$ cat src/rtl/hazard_ctrl_if.sv
// hazard_ctrl_if: decode/execute status and pipeline-control bundle for hazard_ctrl.
//   Pipeline side (master) drives: d_ra, d_rb, d_use_ra, d_use_rb, ex_rd, ex_rw,
//     ex_mrd, ex_hlt, ex_br_taken, intr.
//   Controller side (slave) drives: pc_ld, pc_sel, fd_ld, fd_flush, dex_ld,
//     dex_flush, intr_ack, halted, and fwd_a/fwd_b when FWD_EN is defined.
// Optional feature macro: FWD_EN (adds ALU-result forwarding selects).
interface hazard_ctrl_if #(
    parameter int unsigned REG_W = 2
);
    logic [REG_W-1:0] d_ra;
    logic [REG_W-1:0] d_rb;
    logic             d_use_ra;
    logic             d_use_rb;
    logic [REG_W-1:0] ex_rd;
    logic             ex_rw;
    logic             ex_mrd;
    logic             ex_hlt;
    logic             ex_br_taken;
    logic             intr;

    logic             pc_ld;
    logic [1:0]       pc_sel;
    logic             fd_ld;
    logic             fd_flush;
    logic             dex_ld;
    logic             dex_flush;
    logic             intr_ack;
    logic             halted;
`ifdef FWD_EN
    logic             fwd_a;
    logic             fwd_b;
`endif

    modport master (
        output d_ra, d_rb, d_use_ra, d_use_rb, ex_rd, ex_rw, ex_mrd, ex_hlt,
               ex_br_taken, intr,
        input  pc_ld, pc_sel, fd_ld, fd_flush, dex_ld, dex_flush, intr_ack, halted
`ifdef FWD_EN
        , input fwd_a, fwd_b
`endif
    );

    modport slave (
        input  d_ra, d_rb, d_use_ra, d_use_rb, ex_rd, ex_rw, ex_mrd, ex_hlt,
               ex_br_taken, intr,
        output pc_ld, pc_sel, fd_ld, fd_flush, dex_ld, dex_flush, intr_ack, halted
`ifdef FWD_EN
        , output fwd_a, fwd_b
`endif
    );
endinterface

$ cat src/rtl/hazard_ctrl.sv
// hazard_ctrl: pipeline hazard and sequencing controller between the F/D and
// D/Ex latches. Handles load-use stalls, taken-branch flushes, halt, and
// interrupt entry (drain, then vector load).
//   clk   : clock
//   reset : asynchronous, active-low; forces every control output to 0
//   bus   : hazard_ctrl_if.slave (decode/ex status in, PC/latch controls out)
// Parameters: DRAIN_CYCLES (1..7) flush cycles before the vector load,
//             REG_W register index width.
// Optional feature macro: FWD_EN -- ALU results are forwarded (fwd_a/fwd_b),
// so only load-use stalls; without it any RAW on a register write stalls.
// Control outputs are combinational from state and current inputs.
module hazard_ctrl #(
    parameter int unsigned DRAIN_CYCLES = 2,
    parameter int unsigned REG_W        = 2
) (
    input  logic         clk,
    input  logic         reset,
    hazard_ctrl_if.slave bus
);
    localparam int unsigned CNT_W     = 3;
    localparam logic [CNT_W-1:0] DRAIN_LOAD = CNT_W'(DRAIN_CYCLES - 1);

    typedef enum logic [1:0] {RUN, HALT, DRAIN, VEC} state_t;

    state_t           state, state_n;
    logic [CNT_W-1:0] cnt, cnt_n;
    logic             intr_q;
    logic             pend, pend_n;

    logic [REG_W-1:0] ra, rb, rd;
    logic             raw_a, raw_b, haz;
    logic             intr_edge, pend_eff;

    logic       pc_ld, fd_ld, fd_flush, dex_ld, dex_flush, intr_ack, halted;
    logic [1:0] pc_sel;

    assign ra = bus.d_ra;
    assign rb = bus.d_rb;
    assign rd = bus.ex_rd;

    // Register-writing instruction in D/Ex whose destination is read in decode
    assign raw_a = bus.ex_rw && bus.d_use_ra && (ra == rd);
    assign raw_b = bus.ex_rw && bus.d_use_rb && (rb == rd);

`ifdef FWD_EN
    assign haz       = bus.ex_mrd && (raw_a || raw_b);
    assign bus.fwd_a = reset && !bus.ex_mrd && raw_a;
    assign bus.fwd_b = reset && !bus.ex_mrd && raw_b;
`else
    logic unused_mrd;
    assign unused_mrd = bus.ex_mrd;
    assign haz        = raw_a || raw_b;
`endif

    // An edge seen this cycle acts immediately; pend only remembers it
    assign intr_edge = bus.intr && !intr_q;
    assign pend_eff  = pend || intr_edge;

    // State, drain counter, interrupt edge detector and pending flag
    always_ff @(posedge clk or negedge reset) begin
        if (!reset) begin
            state  <= RUN;
            cnt    <= '0;
            intr_q <= 1'b0;
            pend   <= 1'b0;
        end else begin
            state  <= state_n;
            cnt    <= cnt_n;
            intr_q <= bus.intr;
            pend   <= pend_n;
        end
    end

    // Next state and control outputs
    always_comb begin
        state_n   = state;
        cnt_n     = cnt;
        pend_n    = pend || intr_edge;
        pc_ld     = 1'b1;
        pc_sel    = 2'b00;
        fd_ld     = 1'b1;
        fd_flush  = 1'b0;
        dex_ld    = 1'b1;
        dex_flush = 1'b0;
        intr_ack  = 1'b0;
        halted    = 1'b0;

        unique case (state)
            RUN: begin
                if (bus.ex_hlt) begin
                    pc_ld     = 1'b0;
                    fd_ld     = 1'b0;
                    dex_flush = 1'b1;
                    state_n   = HALT;
                end else if (bus.ex_br_taken) begin
                    pc_sel    = 2'b01;
                    fd_flush  = 1'b1;
                    dex_flush = 1'b1;
                end else if (haz) begin
                    pc_ld     = 1'b0;
                    fd_ld     = 1'b0;
                    dex_flush = 1'b1;
                end else if (pend_eff) begin
                    pc_ld     = 1'b0;
                    fd_flush  = 1'b1;
                    dex_flush = 1'b1;
                    cnt_n     = DRAIN_LOAD;
                    state_n   = DRAIN;
                end
            end
            HALT: begin
                pc_ld     = 1'b0;
                fd_ld     = 1'b0;
                dex_ld    = 1'b0;
                dex_flush = 1'b1;
                if (pend_eff) begin
                    // Wake: halted drops in the same cycle the drain starts
                    fd_flush = 1'b1;
                    cnt_n    = DRAIN_LOAD;
                    state_n  = DRAIN;
                end else begin
                    halted = 1'b1;
                end
            end
            DRAIN: begin
                pc_ld     = 1'b0;
                fd_flush  = 1'b1;
                dex_flush = 1'b1;
                if (cnt == '0) begin
                    state_n = VEC;
                end else begin
                    cnt_n = cnt - CNT_W'(1);
                end
            end
            VEC: begin
                pc_sel    = 2'b10;
                fd_flush  = 1'b1;
                dex_flush = 1'b1;
                intr_ack  = 1'b1;
                pend_n    = 1'b0;
                state_n   = RUN;
            end
            default: begin
                state_n = RUN;
            end
        endcase

        // Nothing is enabled while the core is held in reset
        if (!reset) begin
            pc_ld     = 1'b0;
            pc_sel    = 2'b00;
            fd_ld     = 1'b0;
            fd_flush  = 1'b0;
            dex_ld    = 1'b0;
            dex_flush = 1'b0;
            intr_ack  = 1'b0;
            halted    = 1'b0;
        end
    end

    assign bus.pc_ld     = pc_ld;
    assign bus.pc_sel    = pc_sel;
    assign bus.fd_ld     = fd_ld;
    assign bus.fd_flush  = fd_flush;
    assign bus.dex_ld    = dex_ld;
    assign bus.dex_flush = dex_flush;
    assign bus.intr_ack  = intr_ack;
    assign bus.halted    = halted;
endmodule

$ cat src/flat_wrapper.sv
// flat-port wrapper written by rule: the top's interface ports become plain ports
module hazard_ctrl_flat 
#(
    parameter int unsigned DRAIN_CYCLES = 2,
    parameter int unsigned REG_W        = 2
)
  (clk, reset, bus_d_ra, bus_d_rb, bus_d_use_ra, bus_d_use_rb, bus_ex_rd, bus_ex_rw, bus_ex_mrd, bus_ex_hlt, bus_ex_br_taken, bus_intr, bus_pc_ld, bus_pc_sel, bus_fd_ld, bus_fd_flush, bus_dex_ld, bus_dex_flush, bus_intr_ack, bus_halted);
  hazard_ctrl_if #(.REG_W(REG_W)) bus_i ();
  input  logic clk;
  input  logic reset;
  input wire logic [$bits(bus_i.d_ra)-1:0] bus_d_ra;
  input wire logic [$bits(bus_i.d_rb)-1:0] bus_d_rb;
  input wire logic [$bits(bus_i.d_use_ra)-1:0] bus_d_use_ra;
  input wire logic [$bits(bus_i.d_use_rb)-1:0] bus_d_use_rb;
  input wire logic [$bits(bus_i.ex_rd)-1:0] bus_ex_rd;
  input wire logic [$bits(bus_i.ex_rw)-1:0] bus_ex_rw;
  input wire logic [$bits(bus_i.ex_mrd)-1:0] bus_ex_mrd;
  input wire logic [$bits(bus_i.ex_hlt)-1:0] bus_ex_hlt;
  input wire logic [$bits(bus_i.ex_br_taken)-1:0] bus_ex_br_taken;
  input wire logic [$bits(bus_i.intr)-1:0] bus_intr;
  output wire logic [$bits(bus_i.pc_ld)-1:0] bus_pc_ld;
  output wire logic [$bits(bus_i.pc_sel)-1:0] bus_pc_sel;
  output wire logic [$bits(bus_i.fd_ld)-1:0] bus_fd_ld;
  output wire logic [$bits(bus_i.fd_flush)-1:0] bus_fd_flush;
  output wire logic [$bits(bus_i.dex_ld)-1:0] bus_dex_ld;
  output wire logic [$bits(bus_i.dex_flush)-1:0] bus_dex_flush;
  output wire logic [$bits(bus_i.intr_ack)-1:0] bus_intr_ack;
  output wire logic [$bits(bus_i.halted)-1:0] bus_halted;
  assign bus_i.d_ra = bus_d_ra;
  assign bus_i.d_rb = bus_d_rb;
  assign bus_i.d_use_ra = bus_d_use_ra;
  assign bus_i.d_use_rb = bus_d_use_rb;
  assign bus_i.ex_rd = bus_ex_rd;
  assign bus_i.ex_rw = bus_ex_rw;
  assign bus_i.ex_mrd = bus_ex_mrd;
  assign bus_i.ex_hlt = bus_ex_hlt;
  assign bus_i.ex_br_taken = bus_ex_br_taken;
  assign bus_i.intr = bus_intr;
  assign bus_pc_ld = bus_i.pc_ld;
  assign bus_pc_sel = bus_i.pc_sel;
  assign bus_fd_ld = bus_i.fd_ld;
  assign bus_fd_flush = bus_i.fd_flush;
  assign bus_dex_ld = bus_i.dex_ld;
  assign bus_dex_flush = bus_i.dex_flush;
  assign bus_intr_ack = bus_i.intr_ack;
  assign bus_halted = bus_i.halted;
  hazard_ctrl #(.DRAIN_CYCLES(DRAIN_CYCLES), .REG_W(REG_W)) u_core (.clk(clk), .reset(reset), .bus(bus_i));
endmodule
$ cat config.mk
export PLATFORM = sky130hd
export DESIGN_NAME = hazard_ctrl_flat
export DESIGN_NICKNAME = d
export VERILOG_FILES = /design/src/rtl/hazard_ctrl_if.sv /design/src/rtl/hazard_ctrl.sv /design/src/flat_wrapper.sv
export SDC_FILE = /design/constraint.sdc
export NUM_CORES = 1
export LEC_CHECK = 0
export ABC_AREA = 1
export BUFFER_PORTS_ARGS = -buffer_cell sky130_fd_sc_hd__buf_2
export CORE_MARGIN = 1.5
export CORE_UTILIZATION = 53
export DETAILED_ROUTE_END_ITERATION = 7
export PLACE_DENSITY = 0.9
export SYNTH_ARGS = -nofsm -noshare
export SYNTH_HDL_FRONTEND = slang
export SYNTH_SLANG_ARGS = --single-unit
$ cat constraint.sdc
create_clock -name clk -period 3.57 [get_ports clk]
set_clock_uncertainty 0.2 [all_clocks]
set_input_delay 0 -clock clk [delete_from_list [all_inputs] [get_ports clk]]
set_output_delay 0 -clock clk [all_outputs]
set_load 0.03 [all_outputs]
==> results.md <==
* Slew @ Worst Pin at ~330 ps
* Yosys warning total at 0
* Number of synthesized register bits at 7
* Routed WL per cell at 9.703 um
* Critical path type: register to primary output
* Startpoint types: register
* Critical Path RT at between 3000 and 4000 ps
* # DRC at 0
* Nets at 173
* Max-Cap Viols at 0
* Largest area contributor in the netlist: dfrtp_1
* RSZ-0062 raised after global routing: false
* Initial core utilization at 0.5755
* Seq pwr share at 0.203
* Metal3 WL at about 56 um
* Slew HR at 0.7767
* 1st-pass router iterations at 4
* CP Max Fanout at 6
* Avg Cell Area, Syn at 6.215 sq um
* Max Slew Vio Count at 0
* Port bufs at 22
* Setup violations, final at 0
* Top Layer Used: met4
* Worst Path Arrival at between 1500 and 2000 ps
* Largest net degree at the start of global routing at 8
* FP Rows at 13
* GPL Wtd Cong at 0.9087
* Resize count post-CTS at 0
* Fin crit share at 0.5837
* Layout area overhead at 23.43%
* Gate Count Post-Synth at about 120
* Leak at between 0.5 and 0.6 nW
* Final hold violations at 0
* Clk_lat worst skew at about 260 ps
* Worst path slowest cell: dfrtp_1
* DP HPWL at roughly 1.3 mm
* CTS sink count at 7
* CP Cell Sequence: inv_1, ha_1, nand2_1, inv_2, nand2_2, o21ai_0, inv_1, a21oi_1, buf_2
* Post-synth cell types at 19
* CTS root buffer: clkbuf_4
* DRT antenna net count at 0
* Clock Tree Buf Depth at 2
* Die width at 40.83 um
* Power per cell area at ~690 nW/um^2
* Routed WL at 1.601 mm
* CP dominant cell by count: inv_1
* Aggregate global-route resource usage at 0.2387
* Switch Pwr at 0.0003418 W
* First-pass GRT wire length at roughly 2.6 mm
* Fmax at roughly 480 MHz
* Vias per inst at around 5.0
* Synthesized area at around 760 sq um
* Initial antenna violation count at 0
* Pwr Total at around 0.00065 W
* Via count at between 800 and 900
* Pre-CTS setup slack at between 1500 and 2000 ps
* Met2 WL post-DR at ~850 um
* Internal power at 0.0003051 W
* Share of cells above drive strength 1 at 0.2667
* Worst setup EP type: primary output
* Setup Buffers After CTS at 0
* Outcome: finished, final reports clean
* Combinational share of power at 0.685
* Min cycle time layout at around 2100 ps
* Total CTS buffers at 3
* Worst-case vdd ir drop at 0.0004569 V
* Hold-fix buffers, CTS at 3
* Vias in the first global route at 700
* Die Height at 40.83 um
* CTS tree: yes
* Sw Ratio at 0.5284
* CORE AREA at between 1000 and 1500 sq um
* Top cell type's share of synthesized area at 0.2310
* Worst min path class: input port to register
* Number of diodes at 0
* Setup ws final at around 1500 ps
* Wl on met1 at 668 um
* Die ar. at around 1700 sq um
* 1st-iter DRT viols at 14
* Setup total negative slack at 0 ps
* Syn_nets at ~140
* Slowest stage delay, CP at between 400 and 500 ps
* Clock H-tree levels at 1
* Leading post-synthesis cells by cell area: dfrtp_1 23%, nand2_1 18%, ha_1 12%
* # IOs at 24
* Sequential share of the synthesized area at 0.2310
* Clock-pin slew on the worst setup and hold paths at roughly 50 ps
* Gr ovfl total at 0
* Clk network pwr share at 0.112
## routing by layer
metal  track usage  vias to the layer above
met5             0                        -
met4       0.06667                        0
met3       0.06522                        4
met2        0.4375                       14
met1        0.2633                      374
li1              -                      432
## power by group through the flow
stage / Sequential (W) / Clock [W] / Combinational [W]
final: 0.000132 / 0.0000725 / 0.000443
after detailed placement: 0.000133 / 0 / 0.000437
after CTS: 0.000132 / 0.0000744 / 0.000443
after global placement: 0.000131 / 0 / 0.000424
after global routing: 0.000135 / 0.0000792 / 0.000505
after floorplan: 0.000126 / 0 / 0.000351
## per-stage QoR
| step | area [sq um] | std cells | util | hold slack, ps |
|---|---|---|---|---|
| after global routing | 935.9 | 165 | 0.7104 | 72.49 |
| final | 935.9 | 165 | 0.7104 | 9.336 |
| after global placement | 879.6 | 158 | 0.6676 | -334.3 |
| after floorplan | 758.2 | 122 | - | -495.6 |
| after CTS | 935.9 | 165 | 0.7104 | 2.188 |
| after detailed placement | 879.6 | 158 | 0.6676 | -331.0 |
## state kept, by name, summed over array words and instances (netlist names)
| register | cells |
|---|---|
| u_core.pend | 1 |
| u_core.state | 2 |
| u_core.intr_q | 1 |
| u_core.cnt | 3 |
## path summary, 6_finish.rpt
path / from / to / slack, ps / cells after the start
setup reg to reg: u_core.state[0]$_DFFE_PN0P_ / u_core.cnt[1]$_DFFE_PN0P_ / 1790 / 9
setup / recovery: u_core.state[0]$_DFFE_PN0P_ / bus_pc_ld / 1490 / 9
hold reg to reg: u_core.cnt[2]$_DFFE_PN0P_ / u_core.cnt[2]$_DFFE_PN0P_ / 270 / 2
min in group asynchronous: reset / u_core.cnt[2]$_DFFE_PN0P_ / 580 / 3
hold / removal: bus_ex_hlt / u_core.state[1]$_DFFE_PN0P_ / 9 / 6
max in group asynchronous: reset / u_core.state[0]$_DFFE_PN0P_ / 2340 / 3
## synthesized netlist by cell type
library cell	number
a21oi_1	5
a21oi_4	1
nand2_4	2
buf_4	1
ha_1	7
nor2_2	1
inv_1	18
dfrtp_1	7
o21bai_1	1
nand2_1	36
nor2_1	14
nor3_1	3
o21ai_0	2
nand3_1	9
nand2_2	6
nand4_1	1
inv_2	5
o211ai_1	2
nand3b_1	1
## cells in the final DEF (no fill, tap or decap)
cell	count
o211ai_1	2
nand2_2	6
nand4_1	1
a21oi_1	5
nor3_1	3
ha_1	7
dlygate4sd3_1	3
inv_2	5
buf_2	22
inv_1	18
nand2_4	2
dfrtp_1	7
o21ai_0	2
clkbuf_1	1
nand3_1	9
nor2_1	14
clkbuf_4	3
nand2_1	36
nand3b_1	1
a21oi_4	1
o21bai_1	1
nor2_2	1
## cell families after synthesis
family | share of synthesized area
AOI/OAI and AO/OA | 0.09736
adders and majority gates | 0.1155
buffers and inverters | 0.1238
DFF | 0.2310
and+or+nand+nor | 0.4324
## worst max-delay path, delay by kind of cell, from the launching register on
kind                     cells  cell delay [ps]
flip-flops                   1              440
AND/OR/NAND/NOR              2              180
adder cells (fa/ha/maj)      1              310
AO/OA/AOI/OAI                2              220
buffers and inverters        4              470
## cell type report
class | count | area [sq um]
multi-input cells | 91 | 489.2
fillers | 125 | 381.6
flip-flops and latches | 7 | 175.2
repair buffers | 25 | 140.1
inverters | 23 | 86.33
clock buffers | 4 | 26.28
well taps | 15 | 18.77
Note: power is estimated with default switching activity, not from simulation.
